--- config.mk ---
export PLATFORM = sky130hd
export DESIGN_NAME = led_decoder_3to8
export DESIGN_NICKNAME = d
export VERILOG_FILES = /design/src/rtl/led_decoder_3to8.sv
export SDC_FILE = /design/constraint.sdc
export NUM_CORES = 1
export LEC_CHECK = 0
export ABC_AREA = 0
export CAP_MARGIN = 20
export CORE_AREA = 2 2 39 41
export CTS_BUF_LIST = sky130_fd_sc_hd__clkbuf_16
export CTS_CLUSTER_DIAMETER = 40
export DETAILED_ROUTE_END_ITERATION = 8
export DIE_AREA = 0 0 41 43
export GPL_TIMING_DRIVEN = 0
export MAX_ROUTING_LAYER = met4
export PLACE_DENSITY = 0.52
export SYNTH_ARGS = -nofsm -noshare
export SYNTH_HDL_FRONTEND = slang
export SYNTH_SLANG_ARGS = --single-unit
--- constraint.sdc ---
create_clock -name clk -period 0.8 [get_ports clk]
set_input_delay 0.16 -clock clk [delete_from_list [all_inputs] [get_ports clk]]
set_output_delay 0.16 -clock clk [all_outputs]
set_load 0.01 [all_outputs]
--- src/rtl/led_decoder_3to8.sv ---
// Registered 3-to-8 line decoder driving an active-low LED bank.
// One LED is lit per the select value when the three-line enable matches its active pattern.
module led_decoder_3to8 #(
  parameter int                SEL_W      = 3,
  parameter int                OUT_W      = 8,
  parameter int                EN_W       = 3,
  parameter logic [EN_W-1:0]   EN_ACTIVE  = 3'b100,
  parameter logic [OUT_W-1:0]  IDLE_VALUE = 8'hFF
) (
  input  logic             clk,
  input  logic             rst,
  input  logic [EN_W-1:0]  enable,
  input  logic [SEL_W-1:0] switch,
  output logic [OUT_W-1:0] led
);

  localparam logic [OUT_W-1:0] ONE_HOT_LSB = {{(OUT_W-1){1'b0}}, 1'b1};

  logic [OUT_W-1:0] led_d;
  logic [OUT_W-1:0] led_q;

  // Next-state decode: clear exactly the selected bit only for the active enable pattern.
  always_comb begin
    led_d = IDLE_VALUE;
    if (enable == EN_ACTIVE) begin
      led_d = IDLE_VALUE & ~(ONE_HOT_LSB << switch);
    end else begin
      led_d = IDLE_VALUE;
    end
  end

  // Output register; reset darkens the bank without waiting for a clock.
  always_ff @(posedge clk or negedge rst) begin
    if (!rst) begin
      led_q <= IDLE_VALUE;
    end else begin
      led_q <= led_d;
    end
  end

  assign led = led_q;

endmodule

==> results.sh, run 1 <==
export IMPL_status="finished with violations"
export IMPL_violations="negative setup slack"
export IMPL_gp_congestion=0.7445
export IMPL_max_clock_freq_mhz=1003
export IMPL_numClockSinks=8
export IMPL_cts_tree="yes"
export IMPL_die_w_um=41
export IMPL_layout_common_cells="dfstp_2, buf_6, nand2_1, dlygate4sd2_1, clkbuf_16"
export IMPL_fin_crit_sh_pct=124.7
export IMPL_vias_per_cell=4.109
export IMPL_slew_violations=0
export IMPL_synth_area_um2=300.3
export IMPL_setup_ws_ns=-0.1973
export IMPL_final_util_pct=39.87
export IMPL_slowest_stage="dfstp_2"
export IMPL_peakVddDrop_v=0.0007779
export IMPL_ys_ff_latch=8
export IMPL_drc=0
export IMPL_ctsLongestPathBuffers=2
export IMPL_floorplan_initialDensity_pct=21.70
export IMPL_die_y_um=43
export IMPL_avgSynthCellArea_um2=14.30
export IMPL_critical_path_class="flip-flop to output port"
export IMPL_grt_use_total_pct=7.411
export IMPL_syn2layout_area_growth_pct=83.75
export IMPL_clk_pin_slew_ns=0.03
export IMPL_worst_pin_slew_ns=0.3130
export IMPL_max_stage_delay_ns=0.52
export IMPL_grt_first_pass_wirelength_um=765
export IMPL_hp_class="input port to flip-flop"
export IMPL_io_buffers=15
export IMPL_finish_net_count=49
export IMPL_core_um2=1384
export IMPL_grt_ovfl_total=0
export IMPL_routedWlPerCell_um=9.055
export IMPL_yosysUniqueCellTypes=8
export IMPL_post_cts_setup_buffers=0
export IMPL_maxSlewHeadroom_pct=79.05
export IMPL_yosys_warnings=0
export IMPL_syn_inst=21
export IMPL_place_ws_ns=-0.4251
export IMPL_cp_required_ns=0.64
export IMPL_holdBufCountCts=0
export IMPL_largest_register_ffs=8
export IMPL_leakage_nw=0.2270
export IMPL_vias=226
export IMPL_antenna_left=0
export IMPL_synth_seq_area_share_pct=70.00
export IMPL_cp_data_arrival_time_ns=0.84
export IMPL_drtIter0Drc=2
export IMPL_routed_wl_um=498
export IMPL_num_antenna_cells=0
export IMPL_cts_root_buf="clkbuf_16"
export IMPL_worst_setup_path_start_kind="flip-flop"
export IMPL_cap_violations=0
export IMPL_synth_fp_nets=29
export IMPL_path_delay_family="flip-flops"
export IMPL_worstPathMaxFanout=1
export IMPL_grt_max_degree=9
export IMPL_rsz0062_at_grt="yes"
export IMPL_setup_tns_ns=-1.565
export IMPL_drive_above_1_share_pct=56.41
export IMPL_setup_violations=8
export IMPL_cts_buffers=3
export IMPL_crit_buf_inv=1
export IMPL_num_rows=14
export IMPL_grt_antenna_before_repair=0
export IMPL_hold_violations=0
export IMPL_firstDrtPassIters=3
export IMPL_pin_count=16
export IMPL_path_cells="buf_6"
export IMPL_crit_path_end_kind="output port"
export IMPL_grt_pass1_vias=219
export IMPL_fin_crit_ns=0.9973
export IMPL_cts_htree_levels=1
export IMPL_die_area_um2=1763
export IMPL_power_density_nw_per_um2=2377
-- synth_stat cells --
library cell  instances  area (µm²)
dfstp_2               8       210.2
nand2_1               6       22.52
nor2b_1               2       12.51
and4bb_1              1       12.51
nand3_1               1       5.000
nand3_2               1       10.01
nor2_1                1       3.750
nor4b_4               1       23.77
-- metal layers --
layer / track usage (%) / vias up / share of wire (%)
li1: - / 105 / -
met1: 6.397 / 104 / 31
met2: 9.375 / 14 / 49
met3: 3.665 / 3 / 15
met4: 10.00 / 0 / 4.6
met5: - / - / 0
-- worst paths after layout --
kind / endpoint / start / slack (ns) / depth (start not counted)
worst min-delay path: led[0] / switch[1] / 0.31 / 3
worst max-delay path: led[5] / led[5] / -0.20 / 1
max in group asynchronous: led[5] / rst / 0.33 / 1
min in group asynchronous: led[1] / rst / 0.45 / 1
-- what timing repair did --
item,in CTS,in global routing
pin swaps,2,2
resized for setup,47,1
setup endpoints to repair,16,9
-- area by class of cell --
type,count,area [µm²]
flip-flops and latches,8,210.2
repair buffers,15,153.9
fillers,132,832.0
well taps,16,20.02
clock buffers,3,75.07
multi-input cells,13,92.59
-- cell families (layout without fill, tap and decap cells) --
family | count (synthesis) | in the layout | synth area share, %
AND/OR/NAND/NOR | 13 | 13 | 29.99
flip-flops | 8 | 8 | 70.00
buffers and inverters | 0 | 18 | 0
-- stage by stage --
stage	cells	instance area [µm²]	hold slack (ns)	power (W)
finish	55	551.8	0.3135	0.001312
global route	55	551.8	0.3352	0.001349
CTS	55	550.5	0.3212	0.001322
detailed placement	52	470.5	0.7087	0.0005003
global placement	52	470.5	0.7083	0.0004993
floorplan	21	300.3	0.01216	0.0004393
-- power by group --
part / leakage (nW) / switching [W] / total, W / internal [W]
clock network: 0.0370 / 0.000181 / 0.000824 / 0.000643
registers: 0.0842 / 0.00000165 / 0.000417 / 0.000415
logic: 0.106 / 0.0000325 / 0.0000705 / 0.0000381
total: 0.227 / 0.000215 / 0.00131 / 0.00110
Note: power is estimated with default switching activity, not from simulation.
==> inputs of run 2 (changes only) <==
--- a/config.mk
+++ b/config.mk
@@ -15,5 +15,5 @@
 export GPL_TIMING_DRIVEN = 0
 export MAX_ROUTING_LAYER = met4
-export PLACE_DENSITY = 0.52
+export PLACE_DENSITY = 0.5
 export SYNTH_ARGS = -nofsm -noshare
 export SYNTH_HDL_FRONTEND = slang
==> constraint.sdc (replaced) <==
create_clock -name clk -period 1.2 [get_ports clk]
set_input_delay 0.36 -clock clk [delete_from_list [all_inputs] [get_ports clk]]
set_output_delay 0.36 -clock clk [all_outputs]
set_load 0.01 [all_outputs]
==> results.sh, run 2 (synthesized netlist as in run 1, its figures left out) <==
export IMPL_path_delay_family="flip-flops"
export IMPL_cts_tree="yes"
export IMPL_floorplan_initialDensity_pct=21.70
export IMPL_cts_root_buf="clkbuf_16"
export IMPL_drtIter0Drc=4
export IMPL_whs_ns=0.4443
export IMPL_syn2layout_area_growth_pct=86.67
export IMPL_gp_congestion=0.7140
export IMPL_grt_ovfl_total=0
export IMPL_hpwl_um=407.4
export IMPL_setup_violations=0
export IMPL_rsz0062_at_grt="yes"
export IMPL_worstPathMaxFanout=1
export IMPL_placed_cells=52
export IMPL_cts_htree_levels=1
export IMPL_maxSlewHeadroom_pct=78.50
export IMPL_hp_class="input port to flip-flop"
export IMPL_peakVddDrop_v=0.0008336
export IMPL_stdcell_count=55
export IMPL_path_cells="buf_6"
export IMPL_routed_wl_um=493
export IMPL_holdBufCountCts=0
export IMPL_leakage_nw=0.2369
export IMPL_max_stage_delay_ns=0.52
export IMPL_grt_first_pass_wirelength_um=841
export IMPL_cp_required_ns=0.84
export IMPL_power_density_nw_per_um2=1549
export IMPL_crit_path_end_kind="output port"
export IMPL_routedWlPerCell_um=8.964
export IMPL_grt_pass1_vias=228
export IMPL_crit_buf_inv=1
export IMPL_fin_crit_ns=1.193
export IMPL_die_area_um2=1763
export IMPL_vias=220
export IMPL_numClockSinks=8
export IMPL_largest_register_ffs=8
export IMPL_drive_above_1_share_pct=53.85
export IMPL_min_path_cells=3
export IMPL_io_buffers=15
export IMPL_num_antenna_cells=0
export IMPL_cap_violations=0
export IMPL_core_um2=1384
export IMPL_register_area_um2=210.2
export IMPL_worst_setup_path_start_kind="flip-flop"
export IMPL_num_rows=14
export IMPL_multi_input_area_um2=90.09
export IMPL_post_cts_setup_buffers=0
export IMPL_ctsLongestPathBuffers=2
export IMPL_layout_common_cells="dfstp_2, buf_6, nand2_1, clkdlybuf4s50_1, clkbuf_16"
export IMPL_cts_buffers=3
export IMPL_antenna_left=0
export IMPL_worst_path_stages=1
export IMPL_grt_use_total_pct=7.716
export IMPL_slowest_stage="dfstp_2"
export IMPL_firstDrtPassIters=4
export IMPL_slew_violations=0
export IMPL_fin_crit_sh_pct=99.41
export IMPL_clk_pin_slew_ns=0.03
export IMPL_die_w_um=41
export IMPL_max_clock_freq_mhz=838.2
export IMPL_drc=0
export IMPL_vias_per_cell=4.000
export IMPL_die_y_um=43
export IMPL_critical_path_class="flip-flop to output port"
export IMPL_finish_net_count=49
export IMPL_status="finished, final reports clean"
export IMPL_n_fill_cell=135
export IMPL_grt_antenna_before_repair=0
export IMPL_worst_pin_slew_ns=0.3212
export IMPL_pin_count=16
export IMPL_hold_violations=0
export IMPL_cp_data_arrival_time_ns=0.83
export IMPL_grt_max_degree=9
==> run 2: area by class of cell <==
class                           count  area share [%]
Tap cell                           16           3.571
Sequential cell                     8           37.50
Clock buffer                        3           13.39
Timing Repair Buffer               15           29.46
Multi-Input combinational cell     13           16.07
==> run 2: power by group <==
part / leakage, nW / total, W / internal [W] / switching (W)
Combinational: 0.116 / 0.0000529 / 0.0000309 / 0.0000220
Sequential: 0.0842 / 0.000278 / 0.000277 / 0.00000108
Clock: 0.0370 / 0.000537 / 0.000428 / 0.000110
==> run 2: repair_timing <==
item / CTS / global route
gates resized for setup: 40 / 2
setup endpoints to repair: 8 / 12
pin swaps: 0 / 1
==> run 2: final timing paths <==
check                           from     end  slack [ns]
worst max-delay path          led[6]  led[6]       0.007
worst min-delay path       enable[0]  led[1]        0.44
max in group asynchronous        rst  led[1]        0.52
min in group asynchronous        rst  led[6]        0.66
==> run 2: metrics by stage <==
| stage | setup TNS, ns | power [W] | setup WS (ns) | area [µm²] | utilization, % |
|---|---|---|---|---|---|
| floorplan | 0 | 0.0002929 | 0.3204 | 300.3 | - |
| global placement | -2.672 | 0.0003328 | -0.1866 | 470.5 | 34.00 |
| detailed placement | -2.816 | 0.0003338 | -0.2279 | 470.5 | 34.00 |
| CTS | 0 | 0.0008769 | 0.002646 | 555.5 | 40.14 |
| global route | -0.05195 | 0.0009062 | -0.01031 | 560.5 | 40.51 |
| finish | 0 | 0.0008680 | 0.007028 | 560.5 | 40.51 |
==> run 2: metal layers <==
layer	GRT usage, %	vias to the layer above	part of all wire, %
met5	-	-	0
met4	8.000	0	0
met3	3.141	0	6.7
met2	10.31	10	54
met1	7.718	104	39
li1	-	106	-
